File: src/rtl/uart_tx_pkg.sv
// Shared definitions for the UART transmitter: FSM state encoding, frame
// geometry and the bit-period formula shared with the receiver.
package uart_tx_pkg;

  typedef enum logic [1:0] {
    ST_IDLE  = 2'd0,
    ST_START = 2'd1,
    ST_DATA  = 2'd2,
    ST_STOP  = 2'd3
  } tx_state_e;

  localparam int DATA_BITS = 8;
  localparam int BIT_W     = $clog2(DATA_BITS + 1);

  // Bit period in clock cycles, rounded to nearest.
  function automatic int bit_period(input int f, input int baud);
    return (f + baud / 2) / baud;
  endfunction

endpackage

File: src/rtl/uart_tx_if.sv
// Parallel-side handshake and serial output of the UART transmitter.
// valid/ready: a byte is accepted at a posedge where valid & ready are both high;
// data_in is sampled only then, and valid is ignored while ready is low.
interface uart_tx_if;
  logic [7:0] data_in;
  logic       valid;
  logic       ready;
  logic       tx;
  logic       busy;
  logic       done;

  modport master (output data_in, valid, input ready, tx, busy, done);
  modport slave  (input data_in, valid, output ready, tx, busy, done);
endinterface

File: src/rtl/uart_tx_counter.sv
// Modulo-N counter with synchronous clear; ov flags the enabled wrap cycle.
module uart_tx_counter #(
  parameter int N = 2,
  parameter int W = $clog2(N + 1)
) (
  input  logic         clk,
  input  logic         rst_n,
  input  logic         clr_i,
  input  logic         ce_i,
  output logic [W-1:0] q_o,
  output logic         ov_o
);

  logic [W-1:0] q_q;

  assign ov_o = ce_i && (q_q == W'(N - 1));
  assign q_o  = q_q;

  always_ff @(posedge clk or negedge rst_n) begin
    if (!rst_n) begin
      q_q <= '0;
    end else if (clr_i || ov_o) begin
      q_q <= '0;
    end else if (ce_i) begin
      q_q <= q_q + 1'b1;
    end
  end

endmodule

File: src/rtl/uart_tx.sv
// 8N1 UART transmitter: accepts a byte over valid/ready and shifts it out
// LSB-first with one start and one stop bit, each bit lasting N clock cycles.
module uart_tx
  import uart_tx_pkg::*;
#(
  parameter int F    = 8000000,
  parameter int BAUD = 115200
) (
  input  logic             clk,
  input  logic             rst,
  uart_tx_if.slave         bus,
  output tx_state_e        dbg_state_o,
  output logic [BIT_W-1:0] dbg_bit_o
);

  localparam int N  = bit_period(F, BAUD);
  localparam int DW = $clog2(N + 1);

  if (N < 2) begin : g_n_check
    $error("uart_tx: bit period N must be >= 2");
  end

  tx_state_e        state_q;
  logic [7:0]       shift_q;
  logic             tx_q;
  logic             ready_q;
  logic             done_q;
  logic             accept;
  logic [DW-1:0]    div_q;
  logic             div_ov;
  logic [BIT_W-1:0] bit_q;
  logic             bit_ov;

  assign accept = bus.valid && ready_q;

  // Restarting the divider on accept makes the start bit exactly N cycles long.
  uart_tx_counter #(.N(N), .W(DW)) u_div (
    .clk   (clk),
    .rst_n (rst),
    .clr_i (accept),
    .ce_i  (1'b1),
    .q_o   (div_q),
    .ov_o  (div_ov)
  );

  uart_tx_counter #(.N(DATA_BITS), .W(BIT_W)) u_bit (
    .clk   (clk),
    .rst_n (rst),
    .clr_i (accept),
    .ce_i  (div_ov && (state_q == ST_DATA)),
    .q_o   (bit_q),
    .ov_o  (bit_ov)
  );

  always_ff @(posedge clk or negedge rst) begin
    if (!rst) begin
      state_q <= ST_IDLE;
      shift_q <= '0;
      tx_q    <= 1'b1;
      ready_q <= 1'b1;
      done_q  <= 1'b0;
    end else begin
      done_q <= 1'b0;
      case (state_q)
        ST_IDLE: begin
          if (accept) begin
            shift_q <= bus.data_in;
            tx_q    <= 1'b0;
            ready_q <= 1'b0;
            state_q <= ST_START;
          end
        end
        ST_START: begin
          if (div_ov) begin
            tx_q    <= shift_q[0];
            state_q <= ST_DATA;
          end
        end
        ST_DATA: begin
          if (div_ov) begin
            shift_q <= shift_q >> 1;
            if (bit_ov) begin
              tx_q    <= 1'b1;
              state_q <= ST_STOP;
            end else begin
              tx_q <= shift_q[1];
            end
          end
        end
        ST_STOP: begin
          // Raised one cycle early so the registered pulse lands in the last stop cycle.
          if (div_q == DW'(N - 2)) begin
            done_q <= 1'b1;
          end
          if (div_ov) begin
            ready_q <= 1'b1;
            state_q <= ST_IDLE;
          end
        end
        default: state_q <= ST_IDLE;
      endcase
    end
  end

  assign bus.tx      = tx_q;
  assign bus.ready   = ready_q;
  assign bus.busy    = ~ready_q;
  assign bus.done    = done_q;
  assign dbg_state_o = state_q;
  assign dbg_bit_o   = bit_q;

endmodule

File: src/flat_wrapper.sv
// flat-port wrapper written by rule: the top's interface ports become plain ports
module uart_tx_flat import uart_tx_pkg::*;
#(
  parameter int F    = 8000000,
  parameter int BAUD = 115200
)
  (clk, rst, dbg_state_o, dbg_bit_o, bus_data_in, bus_valid, bus_ready, bus_tx, bus_busy, bus_done);
  uart_tx_if bus_i ();
  input  logic clk;
  input  logic rst;
  output tx_state_e dbg_state_o;
  output logic [BIT_W-1:0] dbg_bit_o;
  input wire logic [$bits(bus_i.data_in)-1:0] bus_data_in;
  input wire logic [$bits(bus_i.valid)-1:0] bus_valid;
  output wire logic [$bits(bus_i.ready)-1:0] bus_ready;
  output wire logic [$bits(bus_i.tx)-1:0] bus_tx;
  output wire logic [$bits(bus_i.busy)-1:0] bus_busy;
  output wire logic [$bits(bus_i.done)-1:0] bus_done;
  assign bus_i.data_in = bus_data_in;
  assign bus_i.valid = bus_valid;
  assign bus_ready = bus_i.ready;
  assign bus_tx = bus_i.tx;
  assign bus_busy = bus_i.busy;
  assign bus_done = bus_i.done;
  uart_tx #(.F(F), .BAUD(BAUD)) u_core (.clk(clk), .rst(rst), .bus(bus_i), .dbg_state_o(dbg_state_o), .dbg_bit_o(dbg_bit_o));
endmodule
File: config.mk
export PLATFORM = sky130hd
export DESIGN_NAME = uart_tx_flat
export DESIGN_NICKNAME = d
export VERILOG_FILES = /design/src/rtl/uart_tx_pkg.sv /design/src/rtl/uart_tx_if.sv /design/src/rtl/uart_tx_counter.sv /design/src/rtl/uart_tx.sv /design/src/flat_wrapper.sv
export SDC_FILE = /design/constraint.sdc
export NUM_CORES = 1
export LEC_CHECK = 0
export CORE_MARGIN = 2
export CORE_UTILIZATION = 40
export CTS_BUF_LIST = sky130_fd_sc_hd__clkbuf_4
export CTS_CLUSTER_DIAMETER = 50
export DETAILED_ROUTE_END_ITERATION = 16
export PLACE_DENSITY_LB_ADDON = 0.25
export SYNTH_ARGS = -nofsm -noshare
export SYNTH_HDL_FRONTEND = slang
export SYNTH_HIERARCHICAL = 1
export SYNTH_SLANG_ARGS = --single-unit
File: constraint.sdc
create_clock -name clk -period 5.7 [get_ports clk]
set_input_delay 1.14 -clock clk [delete_from_list [all_inputs] [get_ports clk]]
set_output_delay 1.14 -clock clk [all_outputs]
set_load 0.1 [all_outputs]
==> flow_summary.ini <==
[timing]
rsz0062_at_grt = no
slew_headroom_pct = 29.7
tightestPinTransition_ps = 1050
hold_viol = 0
skew_ps = 6.50
fin_crit_ps = 3200
period_share_pct = 56.1
setup_tns_ps = 0
clock.fmax_mhz = 313
finalWorstSetupSlack_ps = 2500
setup_viol = 0
finalMaxSlewViolations = 0

[cts]
clk_pin_slew_ps = 130
cts_tree = built
htreeDepth = 1
clock_sinks = 24
clk_latency_ps = 310
cts_resized = 0
post_cts_buffers = 0
cts_buffers = 3
hold_buffers = 0
cts-root-buf = clkbuf_4
cts_max_path_buffers = 2

[layout]
fillCellCount = 306
drive_gt1_share_pct = 20.7
multi_input_area_um2 = 711
final_common_cell = dfrtp_1
fin_nets = 159
ff_latch_area_um2 = 603
final_cell_mix = 22 x dfrtp_1, 20 x clkdlybuf4s50_1, 17 x mux2_2
final_core_util_pct = 50.1
area_growth_pct = 21.5
diodes = 0
stdcell_count = 186

[yosys]
synthArstFlopShare_pct = 100
synthTopCellsByArea = dfrtp_1 41%, mux2_2 14%, ha_1 6.5%
ys_ff_latch = 24
syn_avg_cell_area_um2 = 11.5
synth_top_area_share_pct = 40.6
yosysTopAreaCell = dfrtp_1
syn-num-nets = 136
synth_edf_count = 0
synth_cells = 118
ys_warn_count = 6
synthFlopType = dfrtp_1
syn-cell-area_um2 = 1360
seq_area_frac_synth_pct = 44.5
synth.distinct_cells = 41

[grt]
grt_util_all_layers_pct = 14.3
overflow = 0
grt_max_degree = 25
grt_pass1_wl_um = 4530
antenna_found_initial = 0
grt_pass1_vias = 981

[pwr]
power_density_nw_per_um2 = 196
ir_drop_v = 0.000124
p_leak_nw = 0.718

[route]
drtAntennaViolNets = 0
drc_errors = 0
wirelength_um = 2460
wl_per_cell_um = 13.2
dr.pass1.iters = 4
drtIter0Drc = 5
vias_per_cell = 5.14
vias = 956

[critical_path]
cp.required_ps = 4560
crit_chain = clkdlybuf4s50_1
ff2ff_setup_slack_ps = 3080
cp_max_fo = 5
arrival_ps = 2060
worst-path-stages = 1
critPathSlowestCell = clkdlybuf4s50_1
cp-end-kind = primary output
r2r_cells = 9
crit_path_start_kind = flip-flop
path_class = reg2out
critPathBufInv = 1
cpLargestDelayFamily = buffers and inverters
slowest_delay_ps = 1140

[placement]
globalplace.congestion = 0.851
io_buffer_count = 20
dp.cells = 182
dp_hpwl_um = 1810
dp_slack_ps = 2850

[worst_hold_path]
hold_path_class = reg2reg
holdPathStages = 1

[floorplanning]
die_x_um = 62.2
rows = 21
die_y_um = 62.2
dieArea_um2 = 3870
start_util_pct = 41.3
ios = 21
core_um2 = 3280

[job]
cap_violations = 0

[outcome]
status = finished clean
## flip-flops by register name (all words and copies together) (netlist names)
name                flops
u_core/shift_q          8
u_core/u_div/q_o        7
u_core/u_bit/q_o        4
u_core/dbg_state_o      2
u_core/bus.done         1
u_core/bus.ready        1
u_core/bus.tx           1
## cell type report
class / instances / area share (%)
inverters: 6 / 1.37
well taps: 46 / 3.50
multi-input cells: 86 / 43.2
clock inverters: 1 / 1.82
repair buffers: 20 / 12.2
flip-flops and latches: 24 / 36.6
clock buffers: 3 / 1.37
## cells by family (layout without fill, tap and decap cells)
kind of cell / after synthesis / in the layout / synth area share, %
other: 1 / 1 / 0.277
AO/OA/AOI/OAI: 18 / 18 / 10.1
flip-flops: 24 / 24 / 44.5
multiplexers: 20 / 20 / 16.3
AND/OR/NAND/NOR: 36 / 36 / 16.7
adder cells (fa/ha/maj): 7 / 7 / 6.46
XOR/XNOR: 4 / 4 / 2.59
buffers and inverters: 8 / 30 / 3.05
## cell usage after synthesis, types with 2 or more instances
cell       count
a21oi_1        4
and2_1         2
dfrtp_1       22
dfstp_2        2
ha_1           7
inv_1          6
mux2_2        17
mux2i_1        3
nand2_1        4
nand2b_1       2
nand3b_1       2
nand4_1        3
nand4b_1       2
nor2_1         7
nor2b_1        2
o21ai_0        4
o2bb2ai_1      2
or3_1          2
xor2_1         3
## worst paths after layout
| check | startpoint | to |
|---|---|---|
| min in group asynchronous | rst | u_core/shift_q[4] |
| worst min register to register | u_core/shift_q[5] | u_core/shift_q[5] |
| worst min-delay path | u_core/shift_q[5] | u_core/shift_q[5] |
| max in group asynchronous | rst | u_core/u_div/q_o[0] |
| worst max register to register | u_core/u_div/q_o[0] | u_core/dbg_state_o[1] |
| worst max-delay path | u_core/bus.ready | bus_ready |
## layer usage
layer  wire length, um  track usage (%)  vias up  share of wire, %
li1                  -                -      469                 -
met1              1160             18.6      468                47
met2              1220             24.0       17                49
met3                71             2.72        2               2.9
met4                18             5.00        0              0.73
met5                 0                0        -                 0
## stage by stage
step | cell area [um^2] | total power, mW | hold slack (ps)
CTS | 1650 | 0.327 | 526
global placement | 1590 | 0.201 | 488
floorplan | 1360 | 0.189 | 461
finish | 1650 | 0.322 | 521
global route | 1650 | 0.336 | 547
detailed placement | 1590 | 0.202 | 491
## power breakdown
group | switching [mW] | internal [mW] | leakage [nW]
combinational | 0.0110 | 0.0128 | 0.371
clock | 0.0526 | 0.0710 | 0.0279
sequential | 0.00247 | 0.172 | 0.319
Power figures use the tool's default switching activity.
